**src/rtl/noc_output_arbiter_if.sv**
```systemverilog
// Handshake/bus bundle between an output-port arbiter, its input FIFO read
// side and the downstream hop.
interface noc_output_arbiter_if #(
  parameter int unsigned NUM_REQ = 4,
  parameter int unsigned WIDTH   = 64
);
  logic [NUM_REQ-1:0]       req;
  logic [NUM_REQ*WIDTH-1:0] fifo_data;
  logic                     ro;
  logic [NUM_REQ-1:0]       rd_en;
  logic                     so;
  logic [WIDTH-1:0]         out_packet;
  logic [NUM_REQ-1:0]       grant;
  logic                     busy;
  logic [15:0]              sent_count;

  // Arbiter side
  modport master (
    input  req, fifo_data, ro,
    output rd_en, so, out_packet, grant, busy, sent_count
  );

  // FIFO / downstream side
  modport slave (
    output req, fifo_data, ro,
    input  rd_en, so, out_packet, grant, busy, sent_count
  );
endinterface

```
**src/rtl/noc_output_arbiter.sv**
```systemverilog
// Round-robin arbiter for one router output port: pops one packet from the
// winning input FIFO, registers it and holds it on so/ro until accepted.
module noc_output_arbiter #(
  parameter int unsigned NUM_REQ = 4,
  parameter int unsigned WIDTH   = 64
) (
  input  logic                 clk,
  input  logic                 reset,
  noc_output_arbiter_if.master bus
);
  localparam int unsigned IDX_W = $clog2(NUM_REQ);
  localparam int unsigned CNT_W = 16;

  typedef enum logic [1:0] {IDLE, READ, LOAD, SEND} state_e;

  state_e               state_q, state_d;
  logic [NUM_REQ-1:0]   grant_q, grant_d;
  logic [NUM_REQ-1:0]   rd_en_q, rd_en_d;
  logic [IDX_W-1:0]     rr_ptr_q, rr_ptr_d;
  logic                 so_q, so_d;
  logic                 busy_q, busy_d;
  logic [WIDTH-1:0]     pkt_q, pkt_d;
  logic [CNT_W-1:0]     sent_count_q, sent_count_d;

  logic                 winner_vld_c;
  logic [IDX_W-1:0]     winner_idx_c;
  logic [IDX_W-1:0]     grant_idx_c;

  // First set req bit at or above rr_ptr, wrapping; lowest offset wins.
  always_comb begin
    winner_vld_c = 1'b0;
    winner_idx_c = '0;
    for (int k = NUM_REQ - 1; k >= 0; k--) begin
      if (bus.req[rr_ptr_q + IDX_W'(k)]) begin
        winner_vld_c = 1'b1;
        winner_idx_c = rr_ptr_q + IDX_W'(k);
      end
    end
  end

  always_comb begin
    grant_idx_c = '0;
    for (int unsigned i = 0; i < NUM_REQ; i++) begin
      if (grant_q[i]) grant_idx_c = IDX_W'(i);
    end
  end

  always_comb begin
    state_d      = state_q;
    grant_d      = grant_q;
    rd_en_d      = '0;
    rr_ptr_d     = rr_ptr_q;
    pkt_d        = pkt_q;
    sent_count_d = sent_count_q;
    so_d         = 1'b0;
    busy_d       = 1'b0;

    unique case (state_q)
      IDLE: begin
        if (winner_vld_c) begin
          state_d = READ;
          grant_d = NUM_REQ'(1) << winner_idx_c;
          rd_en_d = NUM_REQ'(1) << winner_idx_c;
        end
      end
      READ: state_d = LOAD;
      LOAD: begin
        pkt_d   = bus.fifo_data[grant_idx_c*WIDTH +: WIDTH];
        state_d = SEND;
      end
      SEND: begin
        if (bus.ro) begin
          state_d      = IDLE;
          grant_d      = '0;
          rr_ptr_d     = grant_idx_c + IDX_W'(1);
          sent_count_d = sent_count_q + CNT_W'(1);
        end
      end
      default: state_d = IDLE;
    endcase

    // so/busy registered from the next state so they track the FSM exactly
    so_d   = (state_d == SEND);
    busy_d = (state_d != IDLE);
  end

  always_ff @(posedge clk or negedge reset) begin
    if (!reset) begin
      state_q      <= IDLE;
      grant_q      <= '0;
      rd_en_q      <= '0;
      rr_ptr_q     <= '0;
      pkt_q        <= '0;
      sent_count_q <= '0;
      so_q         <= 1'b0;
      busy_q       <= 1'b0;
    end else begin
      state_q      <= state_d;
      grant_q      <= grant_d;
      rd_en_q      <= rd_en_d;
      rr_ptr_q     <= rr_ptr_d;
      pkt_q        <= pkt_d;
      sent_count_q <= sent_count_d;
      so_q         <= so_d;
      busy_q       <= busy_d;
    end
  end

  assign bus.rd_en      = rd_en_q;
  assign bus.so         = so_q;
  assign bus.out_packet = pkt_q;
  assign bus.grant      = grant_q;
  assign bus.busy       = busy_q;
  assign bus.sent_count = sent_count_q;

endmodule

```
**src/flat_wrapper.sv**
```systemverilog
// flat-port wrapper written by rule: the top's interface ports become plain ports
module noc_output_arbiter_flat 
#(
  parameter int unsigned NUM_REQ = 4,
  parameter int unsigned WIDTH   = 64
)
  (clk, reset, bus_req, bus_fifo_data, bus_ro, bus_rd_en, bus_so, bus_out_packet, bus_grant, bus_busy, bus_sent_count);
  noc_output_arbiter_if #(.NUM_REQ(NUM_REQ), .WIDTH(WIDTH)) bus_i ();
  input  logic clk;
  input  logic reset;
  input wire logic [$bits(bus_i.req)-1:0] bus_req;
  input wire logic [$bits(bus_i.fifo_data)-1:0] bus_fifo_data;
  input wire logic [$bits(bus_i.ro)-1:0] bus_ro;
  output wire logic [$bits(bus_i.rd_en)-1:0] bus_rd_en;
  output wire logic [$bits(bus_i.so)-1:0] bus_so;
  output wire logic [$bits(bus_i.out_packet)-1:0] bus_out_packet;
  output wire logic [$bits(bus_i.grant)-1:0] bus_grant;
  output wire logic [$bits(bus_i.busy)-1:0] bus_busy;
  output wire logic [$bits(bus_i.sent_count)-1:0] bus_sent_count;
  assign bus_i.req = bus_req;
  assign bus_i.fifo_data = bus_fifo_data;
  assign bus_i.ro = bus_ro;
  assign bus_rd_en = bus_i.rd_en;
  assign bus_so = bus_i.so;
  assign bus_out_packet = bus_i.out_packet;
  assign bus_grant = bus_i.grant;
  assign bus_busy = bus_i.busy;
  assign bus_sent_count = bus_i.sent_count;
  noc_output_arbiter #(.NUM_REQ(NUM_REQ), .WIDTH(WIDTH)) u_core (.clk(clk), .reset(reset), .bus(bus_i));
endmodule
```
**config.mk**
```make
export PLATFORM = sky130hd
export DESIGN_NAME = noc_output_arbiter_flat
export DESIGN_NICKNAME = d
export VERILOG_FILES = /design/src/rtl/noc_output_arbiter_if.sv /design/src/rtl/noc_output_arbiter.sv /design/src/flat_wrapper.sv
export SDC_FILE = /design/constraint.sdc
export NUM_CORES = 1
export LEC_CHECK = 0
export ABC_AREA = 0
export ABC_CLOCK_PERIOD_IN_PS = 3500
export CAP_MARGIN = 15
export CELL_PAD_IN_SITES_DETAIL_PLACEMENT = 0
export CELL_PAD_IN_SITES_GLOBAL_PLACEMENT = 1
export CORE_UTILIZATION = 28
export DETAILED_ROUTE_END_ITERATION = 10
export GPL_ROUTABILITY_DRIVEN = 1
export PLACE_DENSITY_LB_ADDON = 0.1
export REMOVE_ABC_BUFFERS = 1
export SLEW_MARGIN = 10
export SYNTH_ARGS = -nofsm -noshare
export SYNTH_HDL_FRONTEND = slang
export SYNTH_SLANG_ARGS = --single-unit
```
**constraint.sdc**
```tcl
create_clock -name clk -period 3.5 [get_ports clk]
set_clock_uncertainty 0.05 [all_clocks]
set_input_delay 0.35 -clock clk [delete_from_list [all_inputs] [get_ports clk]]
set_output_delay 0.35 -clock clk [all_outputs]
set_load 0.03 [all_outputs]
```
Yosys cells after proc, flatten, opt, wreduce, memory -nomap -nowiden
Cells that the tools add are included.

Register bits: 94. Bits of input ports: 263. Output and inout port bits: 90. Word-level logic and storage cells: 57.

Add/subtract/negate cells: 5. Magnitude comparators: 4. Equality and inequality tests: 6. Shift operators: 2. Mux-type cells: 27. Reductions and logical operators: 5.

Operators by type and width (count): indexed part select 256 x 9 -> 64 bit (1); adder 16 x 1 -> 16 bit, second input constant (1); 2-to-1 mux 2 bit (8); 2-to-1 mux 4 bit (4); less-than comparator 2 x 3 -> 1 bit, second input constant (4); 2-to-1 mux 1 bit (9); binary-select mux 1 bit (select 2 bit) (4); one-hot mux 2 bit (4 select lines) (1); one-hot mux 4 bit (2 select lines) (1); equality test 2 bit, second input constant (3); adder 2 x 1 -> 2 bit, second input constant (2); adder 2 bit, second input constant (2); nonzero test 2 bit (2); left shift 1 x 2 -> 4 bit, first input constant (1); AND reduction 3 bit (1); equality test 2 x 1 -> 1 bit, second input constant (1); logical NOT 2 bit (1); inequality test 2 x 1 -> 1 bit, second input constant (1); inequality test 2 bit, second input constant (1); AND reduction 2 bit (1).

Depth between registers and ports, before layout
Word-level depth: 10. Depth in mapped cells: 7. Depth with buffers taken out: 4.

Worst setup path before layout
Ideal clock, no wire load.

Path kind: register to register. Start point: register u_core.grant_q[1], in the netlist u_core.bus.grant[1]. End point: register u_core.pkt_q[0], in the netlist u_core.bus.out_packet[0]. Library setup time: 137 ps. Arrival: 1403 ps. Data required time: 3313 ps. Path slack: 1910 ps. Cell stages (with the launch flop): 8. Buffers on the path: 3. Period minus slack after synthesis: 1590 ps. Cells stage by stage: dfrtp_1 > buf_4 > buf_8 > buf_8 > mux2i_1 > o21ai_1 > mux2i_1 > a21oi_1.

Word-level cells in the longest chain between the ends: 4.

Ends and longest elaborated chain: start, declared (RTL line noc_output_arbiter.sv:17) `logic [NUM_REQ-1:0] grant_q, grant_d;`; start signal, assigned (RTL line noc_output_arbiter.sv:99) `grant_q <= grant_d;`; 2-to-1 mux 1 bit (RTL line noc_output_arbiter.sv:44) `if (grant_q[i]) grant_idx_c = IDX_W'(i);`; 2-to-1 mux 2 bit (2 in series) (RTL line noc_output_arbiter.sv:44); indexed part select 256 x 9 -> 64 bit (RTL line noc_output_arbiter.sv:68) `pkt_d = bus.fifo_data[grant_idx_c*WIDTH +: WIDTH];`; end signal, assigned (RTL line noc_output_arbiter.sv:102) `pkt_q <= pkt_d;`; end, declared (RTL line noc_output_arbiter.sv:22) `logic [WIDTH-1:0] pkt_q, pkt_d;`.

Every way passes these cells. A chain may end at the register's enable or synchronous reset.

Worst setup path in the final report
Start point: register u_core.grant_q[2], in the netlist u_core.bus.grant[2]. End point: output bus_grant[2].

RTL lines: end, declared (RTL line flat_wrapper.sv:17) `output wire logic [$bits(bus_i.grant)-1:0] bus_grant;`.

No word-level cell between the ends.

==> results.yml <==
run_status:
  outcome: "finished clean"
clock_network:
  cts_tree: "done"
  numCtsBuffers: 9
  cts_sinks: 94
  clockBufferDepth: 2
  clock_latency_ns: 0.34
  cts_max_level: 3
  clkTransAtPathRegs_ns: 0.07
  cts_hold_buf: 0
  post_cts_buffers: 0
  cts.repair.resized: 0
  cts-root-buf: "clkbuf_16"
synth:
  synth_edf_count: 0
  synthDistinctLibCells: 33
  post_synth.cell_area_avg_um2: 9.14
  yosysTopAreaCell: "dfrtp_1"
  syn-instance-count: 615
  synthTopCellsByArea: "dfrtp_1 42%, mux2i_1 23%, a21oi_1 5.9%"
  synth_top_area_frac: 0.418
  synth-seq-cells: 94
  syn_area_mm2: 0.00562
  synth_ff_type: "dfrtp_1"
  ys_warn_count: 0
  yosysSeqAreaShare: 0.418
  ys_async_sr_fraction: 1.00
pwr:
  ir_worst_vdd_v: 0.000770
  p_total_w: 0.00717
  leakage_nw: 3.52
  p_per_area_mw_per_mm2: 746
timing:
  hold_violations: 0
  fmax_mhz: 423
  rsz0062_at_grt: "false"
  period_minus_slack_ns: 2.37
  max_slew_margin: 0.499
  slew_viol_final: 0
  final-setup-viol-count: 0
  tightest_slew_ns: 0.749
  whs_ns: 0.430
  min_period_over_period: 0.676
global_routing:
  grt.total_usage: 0.188
  grt_antenna_before_repair: 0
  grt_pass1_vias: 5431
  grt_max_degree: 115
  grt_overflow: 0
  grt_pass1_wl_um: 29400
final_layout:
  fin_util: 0.490
  fin_cells: 1212
  mostFrequentLayoutCells: "351 x clkdlybuf4s50_1, 128 x mux2i_1, 91 x dfrtp_1"
  diodes: 0
  fin_area_mm2: 0.00961
  drive_above_1_share: 0.0370
  layout_commonest_cell: "clkdlybuf4s50_1"
  num-fill-cells: 1853
  area_growth_pct: 70.8
  finalNetCount: 1206
drt:
  drt_pass1_iterations: 4
  viasPerCell: 4.59
  drtAntennaViolNets: 0
  drc: 0
  routed_wl_um: 20100
  drt_iter0_markers: 117
  wire_per_inst_um: 16.6
  vias: 5568
critical_path:
  path_max_fanout: 67
  crit_family: "flip-flops"
  critPathRequiredTime_ns: 3.10
  start_kind: "flop"
  cp-end-kind: "output port"
  crit_slowest_cell: "dfrtp_4"
  path_buf_inv: 1
  crit_type: "flop to output port"
  slowest_delay_ns: 0.82
  crit_chain: "clkdlybuf4s50_1"
  critPathArrivalTime_ns: 1.97
placed_design:
  io_buffers: 352
  place.gp.congestion: 0.799
  post-place-cells: 1194
  dp_hpwl_um: 15600
  placed_area_mm2: 0.00930
floorplanning:
  die_h_um: 144
  core_mm2: 0.0196
  start_util: 0.287
  rows: 51
  ioPinCount: 353
  die_area_mm2: 0.0207
  dieWidth_um: 144
hold_path:
  hp-class: "flop to flop"
flow_run:
  cap_violations: 0
## flip-flops by register name, summed over array words and instances, names as in the netlist
register	count
u_core.bus.busy	1
u_core.bus.grant	4
u_core.bus.out_packet	64
u_core.bus.rd_en	4
u_core.bus.sent_count	16
u_core.bus.so	1
u_core.rr_ptr_q	2
u_core.state_q	2
## final timing paths
kind	startpoint	to	slack, ns	cells after the start
worst min register to register	u_core.bus.sent_count[15]	u_core.bus.sent_count[15]	0.43	1
min in group asynchronous	reset	u_core.bus.out_packet[17]	0.47	2
worst max register to register	u_core.bus.grant[3]	u_core.bus.out_packet[10]	1.46	3
worst min-delay path	u_core.bus.sent_count[15]	u_core.bus.sent_count[15]	0.43	1
max in group asynchronous	reset	u_core.bus.grant[3]	2.29	3
worst max-delay path	u_core.bus.grant[2]	bus_grant[2]	1.13	1
## worst register-to-register path: stages (launching register included)
cell	delay [ns]
dfrtp_4	0.77
buf_4	0.63
mux2i_1	0.37
a21oi_1	0.09
## layout make-up
class | instances | area, µm² | share of cell area
repair buffers | 361 | 3640 | 0.378
multi-input cells | 471 | 2980 | 0.310
flip-flops and latches | 94 | 2360 | 0.246
clock inverters | 7 | 50.0 | 0.00521
well taps | 265 | 332 | 0.0345
inverters | 5 | 18.8 | 0.00195
clock buffers | 9 | 225 | 0.0234
## through the flow
stage / setup slack (ns) / TNS [ns]
finish: 1.13 / 0
global route: 1.02 / 0
CTS: 1.09 / 0
detailed placement: 1.42 / 0
global placement: 1.48 / 0
floorplan: -1.53 / -97.72
## logic make-up (layout without fill, tap and decap cells)
| kind of cell | count (synthesis) | after routing | share of synthesized area |
|---|---|---|---|
| muxes | 128 | 128 | 0.228 |
| buffers and inverters | 50 | 382 | 0.0527 |
| adders and majority gates | 1 | 1 | 0.00222 |
| DFF | 94 | 94 | 0.418 |
| AOI/OAI and AO/OA | 141 | 141 | 0.137 |
| xor gates and xnor gates | 15 | 15 | 0.0234 |
| and+or+nand+nor | 186 | 186 | 0.139 |
## report_power, final
group          switching (W)  internal (W)  leakage [nW]
registers           0.000398       0.00156          1.09
logic                0.00241       0.00188          2.31
clock network       0.000440      0.000483         0.128
total                0.00325       0.00392          3.52
## layer usage
layer / GRT usage / share of wire
met1: 0.206 / 0.38
met2: 0.350 / 0.52
met3: 0.0497 / 0.080
met4: 0.0610 / 0.018
met5: 0 / 0
## cells in the mapped netlist (2+ instances only)
library cell  number
a21oi_1           66
and3_1             2
and4_1             3
buf_2             20
buf_4              9
buf_8              3
clkbuf_1          12
dfrtp_1           94
inv_1              5
mux2i_1          128
nand2_1           80
nand3_1            8
nand4_1            4
nor2_1            73
nor2b_1            2
nor3_1             8
o21ai_0           48
o21ai_1           18
o31ai_1            5
xnor2_1            8
xor2_1             7
Power figures use the tool's default switching activity.
